### src/rtl/nvram_x2212_ctrl.sv
// Host-side sequencer for the 256x4 X2212 NVRAM: turns one-cycle read/write/store/recall
// requests into timed pin sequences, with an automatic recall after reset.
module nvram_x2212_ctrl #(
    parameter int ACC_CYC = 2,
    parameter int WR_CYC  = 2,
    parameter int RCL_CYC = 4,
    parameter int STO_CYC = 16,
    parameter int CW      = 8
) (
    input  logic       clk,
    input  logic       reset_n,
    input  logic       req,
    input  logic [1:0] op,
    input  logic [7:0] addr,
    input  logic [3:0] wdata,
    output logic [3:0] rdata,
    output logic       busy,
    output logic       done,
    output logic [7:0] nv_a,
    output logic [3:0] nv_i,
    input  logic [3:0] nv_o,
    output logic       nv_ce_n,
    output logic       nv_rw_n,
    output logic       nv_recall_n,
    output logic       nv_update
);
    typedef enum logic [2:0] {
        S_PWRUP_RCL, S_IDLE, S_READ, S_WRITE, S_SETTLE, S_STORE, S_RECALL
    } state_t;

    localparam logic [CW-1:0] ACC_LD = CW'(ACC_CYC - 1);
    localparam logic [CW-1:0] WR_LD  = CW'(WR_CYC - 1);
    localparam logic [CW-1:0] RCL_LD = CW'(RCL_CYC - 1);
    localparam logic [CW-1:0] STO_LD = CW'(STO_CYC - 1);

    state_t        state_q, state_d;
    logic [CW-1:0] cnt_q, cnt_d;
    logic          busy_q, busy_d, done_q, done_d;
    logic [3:0]    rdata_q, rdata_d, nv_i_q, nv_i_d;
    logic [7:0]    nv_a_q, nv_a_d;
    logic          ce_n_q, ce_n_d, rw_n_q, rw_n_d, recall_n_q, recall_n_d, update_q, update_d;

    always_comb begin
        state_d    = state_q;
        cnt_d      = (cnt_q != '0) ? cnt_q - 1'b1 : cnt_q;
        busy_d     = 1'b1;
        done_d     = 1'b0;
        rdata_d    = rdata_q;
        nv_a_d     = nv_a_q;
        nv_i_d     = nv_i_q;
        ce_n_d     = 1'b1;
        rw_n_d     = 1'b1;
        recall_n_d = 1'b1;
        update_d   = 1'b0;
        case (state_q)
            S_PWRUP_RCL, S_RECALL: begin
                // recall_n still high in PWRUP_RCL means the first cycle out of reset
                if (state_q == S_PWRUP_RCL && recall_n_q) begin
                    recall_n_d = 1'b0;
                    cnt_d      = RCL_LD;
                end else if (cnt_q == '0) begin
                    state_d = S_IDLE;
                    busy_d  = 1'b0;
                    done_d  = (state_q == S_RECALL);
                end else begin
                    recall_n_d = 1'b0;
                end
            end
            S_IDLE: begin
                busy_d = 1'b0;
                if (req) begin
                    busy_d = 1'b1;
                    nv_a_d = addr;
                    nv_i_d = wdata;
                    case (op)
                        2'b00: begin state_d = S_READ;   ce_n_d = 1'b0; cnt_d = ACC_LD; end
                        2'b01: begin state_d = S_WRITE;  ce_n_d = 1'b0; rw_n_d = 1'b0; cnt_d = WR_LD; end
                        2'b10: begin state_d = S_STORE;  update_d = 1'b1; cnt_d = STO_LD; end
                        default: begin state_d = S_RECALL; recall_n_d = 1'b0; cnt_d = RCL_LD; end
                    endcase
                end
            end
            S_READ: begin
                if (cnt_q == '0) begin
                    rdata_d = nv_o;
                    state_d = S_SETTLE;
                end else begin
                    ce_n_d = 1'b0;
                end
            end
            S_WRITE: begin
                if (cnt_q == '0) begin
                    state_d = S_SETTLE;
                end else begin
                    ce_n_d = 1'b0;
                    rw_n_d = 1'b0;
                end
            end
            S_SETTLE: begin
                state_d = S_IDLE;
                busy_d  = 1'b0;
                done_d  = 1'b1;
            end
            S_STORE: begin
                if (cnt_q == '0) begin
                    state_d = S_IDLE;
                    busy_d  = 1'b0;
                    done_d  = 1'b1;
                end else begin
                    update_d = 1'b1;
                end
            end
            default: begin
                state_d = S_IDLE;
                busy_d  = 1'b0;
            end
        endcase
    end

    always_ff @(posedge clk or negedge reset_n) begin
        if (!reset_n) begin
            state_q    <= S_PWRUP_RCL;
            cnt_q      <= '0;
            busy_q     <= 1'b1;
            done_q     <= 1'b0;
            rdata_q    <= '0;
            nv_a_q     <= '0;
            nv_i_q     <= '0;
            ce_n_q     <= 1'b1;
            rw_n_q     <= 1'b1;
            recall_n_q <= 1'b1;
            update_q   <= 1'b0;
        end else begin
            state_q    <= state_d;
            cnt_q      <= cnt_d;
            busy_q     <= busy_d;
            done_q     <= done_d;
            rdata_q    <= rdata_d;
            nv_a_q     <= nv_a_d;
            nv_i_q     <= nv_i_d;
            ce_n_q     <= ce_n_d;
            rw_n_q     <= rw_n_d;
            recall_n_q <= recall_n_d;
            update_q   <= update_d;
        end
    end

    assign rdata       = rdata_q;
    assign busy        = busy_q;
    assign done        = done_q;
    assign nv_a        = nv_a_q;
    assign nv_i        = nv_i_q;
    assign nv_ce_n     = ce_n_q;
    assign nv_rw_n     = rw_n_q;
    assign nv_recall_n = recall_n_q;
    assign nv_update   = update_q;
endmodule

### config.mk
export PLATFORM = sky130hd
export DESIGN_NAME = nvram_x2212_ctrl
export DESIGN_NICKNAME = d
export VERILOG_FILES = /design/src/rtl/nvram_x2212_ctrl.sv
export SDC_FILE = /design/constraint.sdc
export NUM_CORES = 1
export LEC_CHECK = 0
export CAP_MARGIN = 40
export CORE_ASPECT_RATIO = 1.25
export CORE_MARGIN = 2
export CORE_UTILIZATION = 30
export DETAILED_ROUTE_END_ITERATION = 10
export PLACE_DENSITY = 0.6
export SLEW_MARGIN = 25
export SYNTH_ARGS = -nofsm -noshare
export SYNTH_HDL_FRONTEND = slang
export SYNTH_SLANG_ARGS = --single-unit
export TNS_END_PERCENT = 1
### constraint.sdc
create_clock -name clk -period 2.7 [get_ports clk]
set_input_delay 0.405 -clock clk [delete_from_list [all_inputs] [get_ports clk]]
set_output_delay 0.405 -clock clk [all_outputs]
set_load 0.01 [all_outputs]
==> flow_summary_export.csv <==
group,metric,value,unit
run_status,outcome,"completed",
critical_path,cp_top_family,"simple AND/OR/NAND/NOR gates",
sta,rsz0062_at_grt,"false",
global_route,grt_max_degree,34,
critical_path,crit_required,2.86,ns
critical_path,cp_num_buf_inv,0,
logic_synthesis,yosysWarnings,0,
critical_path,cp_max_fo,17,
sta,setup_viol,0,
power,power.density,951,mW/mm²
power,pwr-share-comb,40.7,%
critical_path,crit_path_max_incr_delay,0.54,ns
drt,routed_via_density,4.62,
logic_synthesis,synth_top_cell_area_share,44.4,%
critical_path,path_class,"flop to flop",
cts,ctsHoldBuffers,0,
logic_synthesis,synth.ff_latch_count,33,
logic_synthesis,synthDistinctLibCells,37,
layout,seqCellArea,831,µm²
layout,nets,215,
drt,drtAntennaViolNets,0,
floorplanning,fp.dieW,70.0,µm
drt,wirelength,3070,µm
floorplanning,die_y,86.5,µm
power,cellLeakagePower,0.927,nW
critical_path,critPathLaunchType,"flop",
sta,finalMaxSlewViolations,0,
global_route,grt_pass1_vias,1231,
run,drv_cap,0,
critical_path,cpMaxStageDelayCell,"dfrtp_1",
placed_design,dp_hpwl,2200,µm
drt,drtPass1Iterations,4,
logic_synthesis,ys.flop_type,"dfrtp_1",
sta,fmaxAchievable,548,MHz
logic_synthesis,syn_avg_cell_area,11.4,µm²
logic_synthesis,synthTopCellsByArea,"dfrtp_1 (44%), mux2_2 (9.0%), dfstp_2 (6.4%)",
floorplanning,dieArea,0.00605,mm²
placed_design,place_congestion,0.775,
cts,worstSkewPairLatency,0.28,ns
logic_synthesis,syn_area,0.00163,mm²
cts,cts_htree_levels,2,
cts,cts_buffer_depth,2,
layout,diodes,0,
logic_synthesis,synth-edff-count,0,
floorplanning,rows,30,
floorplanning,io_pins,43,
critical_path,arrival,1.99,ns
cts,clk_pin_slew,0.07,ns
critical_path,path_cells,"or2_2 -> nor2_4 -> mux2_2",
cts,cts_buffers,5,
placed_design,port_buffers,42,
sta,tightest_slew,0.435,ns
cts,cts_resized,0,
cts,cts_tree,"done",
sta,period_needed,1.82,ns
drt,detail_route.wl_per_cell,12.2,µm
floorplanning,start_util,30.6,%
logic_synthesis,syn-num-nets,170,
global_route,grt_pass1_wl,5510,µm
drt,drt_iter0_markers,39,
logic_synthesis,ys_async_sr_fraction,100,%
logic_synthesis,yosys-top-cells-count,"dfrtp_1 (29), nor2_1 (15), mux2_2 (13)",
critical_path,critPathCaptureType,"flop",
cts,clock-sinks,33,
power,swShare,32.5,%
global_route,grtUsageTotal,11.4,%
power,internal_power,1.42,mW
layout,drive_gt1_share,19.6,%
global_route,antenna_found_initial,0,
power,peakVddDrop,0.432,mV
drt,dr_total_vias,1170,
layout,fillers,553,
sta,fin_crit_sh,67.5,%
power,pwr-share-clk,17.1,%
drt,drc,0,
sta,slew_headroom,71.0,%
sta,finClkSkew,0.0108,ns
floorplanning,core_area,0.00533,mm²
min_path,hold_path.class,"primary input to async pin",
logic_synthesis,ys_seq_area_share,50.9,%
layout,multiInputGateArea,738,µm²
power,total_power,2.10,mW
power,p_sw,0.683,mW
global_route,grt_overflow_total,0,
cts,cts.root.buffer_cell,"clkbuf_8",
power,sequentialPowerShare,42.2,%
logic_synthesis,synth_cells,143,
sta,final-hold-violation-count,0,
logic_synthesis,synth_top_area_cell,"dfrtp_1",
sta,finalSetupTns,0,ns
layout,area_growth,35.2,%
cts,cts_setup_buffers,0,
logic_synthesis,yosysMostFrequentCell,"dfrtp_1",
stage by stage:
stage	util, %	hold WS (ns)	cells	instance area [µm²]	setup slack [ns]
3_3_place_gp	39.3	0.494	244	2090	0.703
6_report	41.4	0.0537	253	2210	0.876
2_1_floorplan	-	0.109	143	1630	1.09
5_1_grt	41.4	0.0739	253	2210	0.768
4_1_cts	40.9	0.200	252	2180	0.861
3_5_place_dp	39.3	0.495	244	2090	0.671
cells in the final DEF (no fill, tap or decap), drive strengths merged, types with 2 or more instances in the layout:
| cell type | n |
|---|---|
| nor2 | 16 |
| xnor2 | 5 |
| xor2 | 3 |
| nor3 | 7 |
| nand3 | 2 |
| inv | 6 |
| ha | 6 |
| nor2b | 2 |
| and2 | 2 |
| mux2 | 17 |
| dfstp | 4 |
| o21ai | 7 |
| dfrtp | 29 |
| clkinv | 2 |
| nand2 | 12 |
| a21oi | 4 |
| clkdlybuf4s50 | 41 |
| clkbuf | 5 |
| buf | 3 |
worst register-to-register path, stage by stage (launching register included):
cell and delay [ns]:
dfrtp_1 0.54, or2_2 0.41, nor2_4 0.38, mux2_2 0.38
worst paths after layout:
kind	start	to	slack, ns	depth (start not counted)
min reg2reg	rdata[2]	rdata[2]	0.51	1
min in group clk	rdata[2]	rdata[2]	0.51	1
max in group asynchronous	reset_n	nv_recall_n	2.15	2
max reg2reg	state_q[2]	nv_a[3]	0.88	3
max	state_q[2]	nv_a[3]	0.88	3
min	reset_n	cnt_q[5]	0.05	1
area by class of cell:
cell class / count / area share, %
clock buffers: 5 / 3.12
clock inverters: 3 / 0.793
inverters: 6 / 1.02
multi-input cells: 98 / 33.4
flip-flops and latches: 33 / 37.6
well taps: 64 / 3.63
repair buffers: 44 / 20.4
power groups by stage:
stage / logic [mW] / registers, mW / clock network (mW)
6_report: 0.854 / 0.886 / 0.359
5_1_grt: 0.945 / 0.923 / 0.397
2_1_floorplan: 0.438 / 0.921 / 0
3_5_place_dp: 0.862 / 0.892 / 0
3_3_place_gp: 0.848 / 0.896 / 0
4_1_cts: 0.865 / 0.888 / 0.374
layer usage:
metal / track usage, % / share of wire [%] / up-vias
met5: 0 / 0 / -
met4: 3.67 / 0.55 / 0
met3: 4.19 / 5.1 / 2
met2: 18.7 / 50 / 24
met1: 14.0 / 45 / 562
li1: - / - / 582
kinds of logic (layout without fill, tap and decap cells):
| kind of cell | after synthesis | count (layout) | synth area share (%) |
|---|---|---|---|
| adders and majority gates | 6 | 6 | 4.60 |
| xor gates and xnor gates | 8 | 8 | 4.29 |
| and+or+nand+nor | 47 | 47 | 15.8 |
| DFF | 33 | 33 | 50.9 |
| muxes | 18 | 18 | 13.3 |
| buffers and inverters | 12 | 58 | 3.91 |
| AOI/OAI and AO/OA | 19 | 19 | 7.28 |
registers in the layout, summed over array words and instances (netlist names):
signal and count:
nv_update 1, busy 1, nv_rw_n 1, state_q 3, nv_recall_n 1, nv_a 8
rdata 4, done 1, nv_i 4, cnt_q 8, nv_ce_n 1
Note: power is estimated with default switching activity, not from simulation.
